`src/rtl/track_pkg.sv`:
```
// Shared tracker definitions: FSM state encoding and the fixed SEARCH-window limits.
package track_pkg;

  typedef enum logic [1:0] {
    SEARCH = 2'd0,
    LOCK   = 2'd1,
    COAST  = 2'd2
  } trk_state_t;

  // The right and bottom limits are given as offsets back from the active size.
  localparam int SRCH_LEFT       = 2;
  localparam int SRCH_RIGHT_OFS  = 2;
  localparam int SRCH_TOP        = 1;
  localparam int SRCH_BOTTOM_OFS = 2;

endpackage

```
`src/rtl/win_clamp.sv`:
```
// Combinational margin expansion of one box axis, saturated into [LIM_LO, LIM_HI].
module win_clamp #(
  parameter int W      = 11,
  parameter int MARGIN = 16,
  parameter int LIM_LO = 2,
  parameter int LIM_HI = 1278
) (
  input  logic [W-1:0] box_lo,
  input  logic [W-1:0] box_hi,
  output logic [W-1:0] win_lo,
  output logic [W-1:0] win_hi
);

  localparam logic [W+1:0] MARG_X = (W+2)'(MARGIN);
  localparam logic [W+1:0] LO_X   = (W+2)'(LIM_LO);
  localparam logic [W+1:0] HI_X   = (W+2)'(LIM_HI);

  logic [W+1:0] lo_ext;
  logic [W+1:0] hi_ext;

  // Two guard bits keep box_hi + MARGIN from wrapping.
  always_comb begin
    lo_ext = {2'b00, box_lo};
    hi_ext = {2'b00, box_hi} + MARG_X;

    if (lo_ext < MARG_X + LO_X)
      win_lo = W'(LIM_LO);
    else if (lo_ext - MARG_X > HI_X)
      win_lo = W'(LIM_HI);
    else
      win_lo = W'(lo_ext - MARG_X);

    if (hi_ext > HI_X)
      win_hi = W'(LIM_HI);
    else if (hi_ext < LO_X)
      win_hi = W'(LIM_LO);
    else
      win_hi = W'(hi_ext);
  end

endmodule

```
`src/rtl/track_window_ctrl.sv`:
```
// Detection-window controller: SEARCH/LOCK/COAST tracking, window updated 2 cycles after EOF.
// Optional TRACK_SMOOTH_EN averages successive LOCK windows per edge.
module track_window_ctrl
  import track_pkg::*;
#(
  parameter int H_ACT    = 1280,
  parameter int V_ACT    = 720,
  parameter int MARGIN   = 16,
  parameter int MIN_SIZE = 8,
  parameter int LOST_MAX = 3
) (
  input  logic        clk,
  input  logic        rst_n,
  input  logic [10:0] RGB_x_Src,
  input  logic [9:0]  RGB_y_Src,
  input  logic [10:0] Left,
  input  logic [10:0] Right,
  input  logic [9:0]  Top,
  input  logic [9:0]  Bottom,
  output logic [10:0] left_boundary,
  output logic [10:0] right_boundary,
  output logic [9:0]  top_boundary,
  output logic [9:0]  bottom_boundary,
  output logic        locked,
  output logic        frame_tick
);

  localparam int CNT_W = $clog2(LOST_MAX + 1);

  localparam logic [10:0] S_LEFT   = 11'(SRCH_LEFT);
  localparam logic [10:0] S_RIGHT  = 11'(H_ACT - SRCH_RIGHT_OFS);
  localparam logic [9:0]  S_TOP    = 10'(SRCH_TOP);
  localparam logic [9:0]  S_BOTTOM = 10'(V_ACT - SRCH_BOTTOM_OFS);

  function automatic logic [10:0] avg_h(input logic [10:0] a, input logic [10:0] b);
    logic [11:0] s;
    s = {1'b0, a} + {1'b0, b};
    return s[11:1];
  endfunction

  function automatic logic [9:0] avg_v(input logic [9:0] a, input logic [9:0] b);
    logic [10:0] s;
    s = {1'b0, a} + {1'b0, b};
    return s[10:1];
  endfunction

  logic             eof_now, eof_d_p0, vld_p1;
  logic [10:0]      box_l_p1, box_r_p1;
  logic [9:0]       box_t_p1, box_b_p1;
  logic [10:0]      new_l, new_r, lk_l, lk_r;
  logic [9:0]       new_t, new_b, lk_t, lk_b;
  logic             hit;
  trk_state_t       state;
  logic [CNT_W-1:0] miss_cnt;

  assign eof_now = (RGB_x_Src == 11'(H_ACT - 1)) && (RGB_y_Src == 10'(V_ACT - 1));

  // Stage p1: edge-detected EOF samples the tracker box.
  always_ff @(posedge clk or negedge rst_n) begin
    if (!rst_n) begin
      eof_d_p0 <= 1'b0;
      vld_p1   <= 1'b0;
      box_l_p1 <= '0;
      box_r_p1 <= '0;
      box_t_p1 <= '0;
      box_b_p1 <= '0;
    end else begin
      eof_d_p0 <= eof_now;
      vld_p1   <= eof_now && !eof_d_p0;
      if (eof_now && !eof_d_p0) begin
        box_l_p1 <= Left;
        box_r_p1 <= Right;
        box_t_p1 <= Top;
        box_b_p1 <= Bottom;
      end
    end
  end

  assign hit = ({1'b0, box_r_p1} >= {1'b0, box_l_p1} + 12'(MIN_SIZE)) &&
               ({1'b0, box_b_p1} >= {1'b0, box_t_p1} + 11'(MIN_SIZE));

  win_clamp #(.W(11), .MARGIN(MARGIN), .LIM_LO(SRCH_LEFT), .LIM_HI(H_ACT - SRCH_RIGHT_OFS))
    u_clamp_h (.box_lo(box_l_p1), .box_hi(box_r_p1), .win_lo(new_l), .win_hi(new_r));

  win_clamp #(.W(10), .MARGIN(MARGIN), .LIM_LO(SRCH_TOP), .LIM_HI(V_ACT - SRCH_BOTTOM_OFS))
    u_clamp_v (.box_lo(box_t_p1), .box_hi(box_b_p1), .win_lo(new_t), .win_hi(new_b));

  always_comb begin
`ifdef TRACK_SMOOTH_EN
    lk_l = avg_h(left_boundary, new_l);
    lk_r = avg_h(right_boundary, new_r);
    lk_t = avg_v(top_boundary, new_t);
    lk_b = avg_v(bottom_boundary, new_b);
`else
    lk_l = new_l;
    lk_r = new_r;
    lk_t = new_t;
    lk_b = new_b;
`endif
  end

  // Stage p2: FSM step on E+1, window and flags registered for E+2.
  always_ff @(posedge clk or negedge rst_n) begin
    if (!rst_n) begin
      state           <= SEARCH;
      miss_cnt        <= '0;
      locked          <= 1'b0;
      frame_tick      <= 1'b0;
      left_boundary   <= S_LEFT;
      right_boundary  <= S_RIGHT;
      top_boundary    <= S_TOP;
      bottom_boundary <= S_BOTTOM;
    end else begin
      frame_tick <= vld_p1;
      if (vld_p1) begin
        case (state)
          SEARCH: begin
            miss_cnt <= '0;
            if (hit) begin
              state           <= LOCK;
              locked          <= 1'b1;
              left_boundary   <= new_l;
              right_boundary  <= new_r;
              top_boundary    <= new_t;
              bottom_boundary <= new_b;
            end else begin
              locked          <= 1'b0;
              left_boundary   <= S_LEFT;
              right_boundary  <= S_RIGHT;
              top_boundary    <= S_TOP;
              bottom_boundary <= S_BOTTOM;
            end
          end
          LOCK, COAST: begin
            if (hit) begin
              state           <= LOCK;
              miss_cnt        <= '0;
              locked          <= 1'b1;
              left_boundary   <= lk_l;
              right_boundary  <= lk_r;
              top_boundary    <= lk_t;
              bottom_boundary <= lk_b;
            end else if (state == LOCK) begin
              state    <= COAST;
              miss_cnt <= CNT_W'(1);
              locked   <= 1'b0;
            end else if (miss_cnt == CNT_W'(LOST_MAX - 1)) begin
              state           <= SEARCH;
              miss_cnt        <= '0;
              locked          <= 1'b0;
              left_boundary   <= S_LEFT;
              right_boundary  <= S_RIGHT;
              top_boundary    <= S_TOP;
              bottom_boundary <= S_BOTTOM;
            end else begin
              miss_cnt <= miss_cnt + CNT_W'(1);
              locked   <= 1'b0;
            end
          end
          default: begin
            state    <= SEARCH;
            miss_cnt <= '0;
            locked   <= 1'b0;
          end
        endcase
      end
    end
  end

endmodule

```
`config.mk`:
```
export PLATFORM = sky130hd
export DESIGN_NAME = track_window_ctrl
export DESIGN_NICKNAME = d
export VERILOG_FILES = /design/src/rtl/track_pkg.sv /design/src/rtl/win_clamp.sv /design/src/rtl/track_window_ctrl.sv
export SDC_FILE = /design/constraint.sdc
export NUM_CORES = 1
export LEC_CHECK = 0
export ABC_AREA = 1
export BUFFER_PORTS_ARGS = -buffer_cell sky130_fd_sc_hd__buf_2
export CORE_MARGIN = 1.5
export CORE_UTILIZATION = 56
export DETAILED_ROUTE_END_ITERATION = 6
export PLACE_DENSITY = 0.81
export SLEW_MARGIN = 20
export SYNTH_ARGS = -nofsm -noshare
export SYNTH_HDL_FRONTEND = slang
export SYNTH_SLANG_ARGS = --single-unit
export TNS_END_PERCENT = 100
```
`constraint.sdc`:
```
create_clock -name clk -period 3.3 [get_ports clk]
set_clock_uncertainty 0.2 [all_clocks]
set_input_delay 0.825 -clock clk [delete_from_list [all_inputs] [get_ports clk]]
set_output_delay 0.825 -clock clk [all_outputs]
set_load 0.02 [all_outputs]
```
==> results of run 1 <==
-- how the worst max path moves through the flow --
| stage | cells past startpoint | endpoint | start | slack (ns) |
|---|---|---|---|---|
| 2_1_floorplan | 16 | bottom_boundary[1] | box_l_p1[3] | 0.67 |
| 3_3_place_gp | 19 | right_boundary[0] | box_l_p1[3] | 0.35 |
| 3_5_place_dp | 19 | top_boundary[9] | box_l_p1[3] | 0.22 |
| 4_1_cts | 19 | top_boundary[9] | box_l_p1[3] | 0.18 |
| 5_1_grt | 19 | bottom_boundary[0] | box_l_p1[3] | -0.0004 |
| 6_report | 19 | top_boundary[6] | box_l_p1[3] | 0.28 |
-- metrics by stage --
step           hold WS [ns]  instance area, um^2  setup TNS (ns)
6_report              0.231                 6600               0
5_1_grt               0.262                 6600       -0.000425
4_1_cts               0.239                 6570               0
3_5_place_dp          0.255                 6340               0
3_3_place_gp          0.249                 6340               0
2_1_floorplan         0.247                 5680               0
-- kinds of logic after synthesis --
group | after synthesis | share of synthesized area [%]
AND/OR/NAND/NOR | 465 | 33.8
adder cells (fa/ha/maj) | 38 | 8.37
flip-flops | 92 | 40.9
buffers and inverters | 103 | 8.11
XOR/XNOR | 14 | 2.16
AO/OA/AOI/OAI | 72 | 6.70
-- timing repair --
action / 4_1_cts / 5_1_grt
buffers inserted: 0 / 2
resized for setup: 0 / 2
endpoints found under the setup margin: 0 / 44
-- area by class of cell --
class | count | area, um^2
inverter | 84 | 315
multi-input combinational | 590 | 2910
tap | 133 | 166
sequential | 92 | 2320
fill | 879 | 3220
timing repair buffer | 119 | 651
clock buffer | 9 | 124
clock inverter | 7 | 105
-- sequential cells by signal (all words and copies together) (netlist names) --
register	flops
box_l_p1	11
box_r_p1	11
left_boundary	11
right_boundary	11
bottom_boundary	10
box_b_p1	10
box_t_p1	10
top_boundary	10
miss_cnt	2
state	2
eof_d_p0	1
frame_tick	1
locked	1
vld_p1	1
-- power by group --
group	switching [W]	total, W	internal (W)
sequential	0.0000000349	0.00113	0.00113
combinational	0.0000370	0.0000691	0.0000321
clock	0.000441	0.000881	0.000440
-- layer usage --
metal	up-vias	GRT usage, %
met2	182	39.4
met1	2382	35.8
li1	2694	-
met5	-	0
met4	0	8.53
met3	19	4.28
-- critical path, cell delays in order, from the launching register on --
cell and delay, ns:
dfrtp_2 0.43, ha_1 0.18, nand2_1 0.08, nor2_2 0.16
nand3_1 0.11, xor2_1 0.16, ha_1 0.30, nand2_1 0.08
nand2_1 0.05, a21oi_1 0.13, nand2_1 0.07, nand2_1 0.07
nand3_2 0.14, nand2_4 0.16, nand2_2 0.09, nand2_2 0.11
nor2_4 0.04, buf_4 0.19, nand2_1 0.09, nand2_1 0.05
-- cell usage in the layout, fill, tap and decap left out, drive strengths merged --
master and n:
a21boi 1, a21oi 17, buf 119, bufinv 2, clkbuf 9, clkinvlp 1
dfrtp 76, dfstp 16, ha 38, inv 88, nand2 330, nand3 38
nand3b 3, nand4 10, nor2 65, nor3 13, nor3b 1, nor4 4
nor4b 2, o2111ai 1, o211ai 1, o21ai 47, o21bai 2, o22ai 1
o31ai 2, xnor2 2, xor2 12
==> run metrics, run 1 <==
outcome=completed; P&R area growth vs syn=16.2%; yosys warns=0; CTS tree=yes; post-DR vias/cell=5.10; routed via count=5,277; maximum vdd drop=0.231 mV; top cell type's share of synthesized area=33.5%; Final Hold Vio Count=0; drt total wl=13,000 um; layout cells sized above 1=18.5%; leading area contributor after synthesis=dfrtp_1; Setup crit end kind=register; io pins=109; Initial DRC Count=272; Final Core Density=67.2%; top-count cell post-synth=nand2_1; period utilisation layout=91.4%; Slew HR=between 50% and 60%; aggregate global-route resource usage=25.2%; number of max-cap violations=0; Worst R2R Setup Slack=0.28 ns; Clk pin slew, worst setup/hold paths=0.10 ns; Met2 Wirelength=5770 um; I/O Buffers=108; nets=999; root buf cell=clkbuf_8; largest net degree at the start of global routing=49; R2R depth=19; total gr overflow=0; asr flop ratio synth=100%; core box area=9820 um^2; Synth cell types=33; Remaining DRCs=0; Final WS setup=0.285 ns; Non-Filler Instances=just over 1,000; Max Root-Sink Buffers=2; wire length on met1=~6200 um; final slew viol count=0; minimum clock period=3.02 ns; Highest Signal Layer=met4; # setup viols final=0; Top FF cell, synth=dfrtp_1; H-tree Lvls=3; Fmax=between 300 and 400 MHz; ant diodes=0; post-synthesis register bit count=92; Post-DRT Antenna Nets=0; RR Startpoint=box_l_p1[3]; number of synthesized flops with an enable pin=0; syn nets=887; pwr dens=roughly 310 nW/um^2; Worst-Skew Late Latency=about 0.38 ns; WL per Instance=12.6 um; sequential share of the synthesized area=40.9%; Mapped Cells=784; synth top area cells=dfrtp_1 33%, nand2_1 21%, ha_1 8.4%, dfstp_2 7.4%, inv_1 5.4%; global-route wire length before repair=22,100 um; clk sinks=92; type of the most critical hold path=primary input to async pin; Setup WS pre-CTS=0.215 ns; Worst EP required=about 3.4 ns; Starting Density=57.8%; Pwr Total=~0.0021 W; DP HPWL=9760 um; Worst setup SP type=register; DIE HEIGHT=104 um; die width=between 100 and 150 um; # placed instances=1,015; DIE AREA=10,800 um^2; crit path kind=register to register; Crit Path Max Fanout=19; metal3 WL=810 um; vias in the first global route=roughly 5,000; first drt pass iteration count=5; Rows=36; Synth top cells by count=324 x nand2_1, 81 x inv_1, 76 x dfrtp_1; initial antenna violation count=0; Placer Congestion=0.903; CTS buffer count=9; crit path DAT=3.08 ns; synthesized area=between 5000 and 6000 um^2; Worst Max-Slew Pin Slew=0.598 ns; P_leak=3.75 nW; RR Endpoint=top_boundary[6]; CTS Hold Bufs=0; syn_area_per_cell=7.24 um^2
Power figures use the tool's default switching activity.
==> run 2, diff against run 1 <==
--- a/config.mk
+++ b/config.mk
@@ -7,6 +7,7 @@
 export LEC_CHECK = 0
 export ABC_AREA = 1
 export BUFFER_PORTS_ARGS = -buffer_cell sky130_fd_sc_hd__buf_2
+export CORE_ASPECT_RATIO = 1.1
 export CORE_MARGIN = 1.5
 export CORE_UTILIZATION = 56
 export DETAILED_ROUTE_END_ITERATION = 6
==> run 2 against run 1 <==
  * The flow now finishes with violations (DRC)
  * Via count grew 0.30%
  * Total power is 5.3% lower
  * Clock power fell by 12%
  * Hold slack got worse by 0.016 ns
  * Count of clock-buffer cells in the layout is the same
  * Register-to-register slack worse by 0.06 ns
  * Critical path depth is the same
  * Sequential share of layout area rose by 0.16 points
  * Combinational power down 3%
  * Flip-flop and latch count did not move
  * Maximum frequency decreased by 1.9%
  * Critical path type unchanged
  * Critical endpoint is now bottom_boundary[4]
  * Largest cell class unchanged
==> run metrics, run 2 (synthesis gave the netlist of run 1 again) <==
crit path DAT=3.15 ns (+0.07 ns); routed via count=5,293 (+0.30%); final hold slack=0.215 ns (-0.0161 ns); post-layout instance area=6570 um^2 (-0.46%); Placer Congestion=0.928 (+2.7%); Setup crit end kind=register; H-tree Lvls=3 (unchanged); ant diodes=0 (unchanged); aggregate global-route resource usage=25.6% (+0.31 points); post-DR vias/cell=5.18 (+1.5%); I/O Buffers=108 (unchanged); total gr overflow=0 (unchanged); dpl cell area=6300 um^2 (-0.61%); Rows=38 (+5.6%); Final Core Density=66.7% (-0.46 points); Max Root-Sink Buffers=2 (unchanged); Worst Max-Slew Pin Slew=0.569 ns (-0.0296 ns); die width=99.0 um (-4.5%); DIE HEIGHT=109 um (+4.7%); type of the most critical hold path=primary input to async pin; Slew HR=61.9% (+2.0 points); minimum clock period=3.07 ns (+0.0593 ns); Worst EP required=3.38 ns (about the same); clk sinks=92 (unchanged); CTS buffer count=9 (unchanged); maximum vdd drop=0.204 mV (-12%); Starting Density=57.7% (-0.13 points); CTS Hold Bufs=0 (unchanged); first drt pass iteration count=7 (+2); root buf cell=clkbuf_8; most common cell after layout, fill and taps aside=nand2_1; period utilisation layout=93.2% (+1.8 points); initial antenna violation count=0 (unchanged); Non-Filler Instances=1,022 (-1.2%); pwr dens=300 nW/um^2 (-4.9%); fillers=888 (+1.0%); # placed instances=999 (-1.6%); global-route wire length before repair=21,900 um (-1.1%); Remaining DRCs=7 (+7); # setup viols final=0 (unchanged); io pins=109 (unchanged); layout cells sized above 1=18.6% (+0.090 points); outcome=finished with violations; core box area=9840 um^2 (+0.23%); Crit Path Max Fanout=13 (-6); Worst-Skew Late Latency=0.38 ns (about the same); largest net degree at the start of global routing=53 (+8.2%); Fmax=325 MHz (-1.9%); WL per Instance=13.3 um (+5.3%); P&R area growth vs syn=15.6%; Post-DRT Antenna Nets=0 (unchanged); final slew viol count=0 (unchanged); most frequent cells in the layout=324 x nand2_1, 107 x buf_2, 81 x inv_1, 75 x dfrtp_1, 62 x nor2_1; number of max-cap violations=0 (unchanged); Worst setup SP type=register; drt total wl=13,600 um (+4.1%); failing checks=DRC; DIE AREA=10,800 um^2 (about the same); Final Hold Vio Count=0 (unchanged); CTS tree=yes; DP HPWL=10,100 um (+3.5%); P_leak=3.74 nW (-0.39%); nets=1,000 (+0.10%); vias in the first global route=4,903 (+0.76%); Clk pin slew, worst setup/hold paths=0.10 ns (about the same); Initial DRC Count=275 (+1.1%); crit path kind=register to register
run 2: path summary, 6_finish.rpt:
| path | startpoint | end | slack, ns | cells after the start |
|---|---|---|---|---|
| worst max-delay path | box_l_p1[3] | bottom_boundary[4] | 0.23 | 19 |
| worst min-delay path | rst_n | box_l_p1[10] | 0.21 | 1 |
| worst max register to register | box_l_p1[3] | bottom_boundary[4] | 0.23 | 19 |
| worst min register to register | bottom_boundary[1] | bottom_boundary[1] | 0.27 | 2 |
| max in group asynchronous | rst_n | bottom_boundary[2] | 1.98 | 2 |
| min in group clk | bottom_boundary[1] | bottom_boundary[1] | 0.27 | 2 |
run 2: through the flow:
stage / power (W) / setup TNS [ns] / setup WS [ns]
3_5_place_dp: 0.00122 / 0 / 0.0370
4_1_cts: 0.00198 / 0 / 0.0404
3_3_place_gp: 0.00122 / 0 / 0.243
5_1_grt: 0.00203 / -0.119 / -0.0550
2_1_floorplan: 0.00115 / 0 / 0.670
6_report: 0.00197 / 0 / 0.225
run 2: per-layer routing:
metal / track usage [%] / vias up / routed length [um]
met5: 0 / - / 0
met4: 10.9 / 0 / 359
met3: 3.91 / 33 / 657
met2: 44.3 / 176 / 6710
met1: 31.9 / 2386 / 5840
li1: - / 2698 / -
run 2: cell type report:
cell class | count | area, um^2 | area share (%)
Inverter | 84 | 315 | 4.80
Tap cell | 120 | 150 | 2.29
Clock buffer | 9 | 124 | 1.89
Clock inverter | 7 | 73.8 | 1.12
Timing Repair Buffer | 119 | 651 | 9.91
Multi-Input combinational cell | 591 | 2930 | 44.6
Sequential cell | 92 | 2320 | 35.4
run 2: what timing repair did:
action                                  4_1_cts  5_1_grt
gates resized for setup                       0        3
buffers inserted                              0        5
endpoints found under the setup margin        0       42
run 2: where the power goes:
group          leakage, nW  switching (W)  total [W]  internal (W)
combinational         2.57      0.0000358  0.0000672     0.0000314
clock                0.101       0.000474   0.000773      0.000299
sequential            1.07   0.0000000369    0.00113       0.00113
total                 3.74       0.000510    0.00197       0.00146
run 2: critical path, cell delays in order (launching register included):
cell and delay (ns):
dfrtp_2 0.42, ha_1 0.18, nand2_1 0.08, nor2_2 0.17, nand3_1 0.11, xor2_1 0.16
ha_1 0.31, nand2_1 0.07, nand2_1 0.05, a21oi_1 0.13, nand2_1 0.08, nand2_1 0.08
nand3_2 0.15, nand2_4 0.16, nand2_2 0.12, nand2_2 0.13, nor2_4 0.05, buf_4 0.17
nand2_1 0.08, nand2_1 0.05
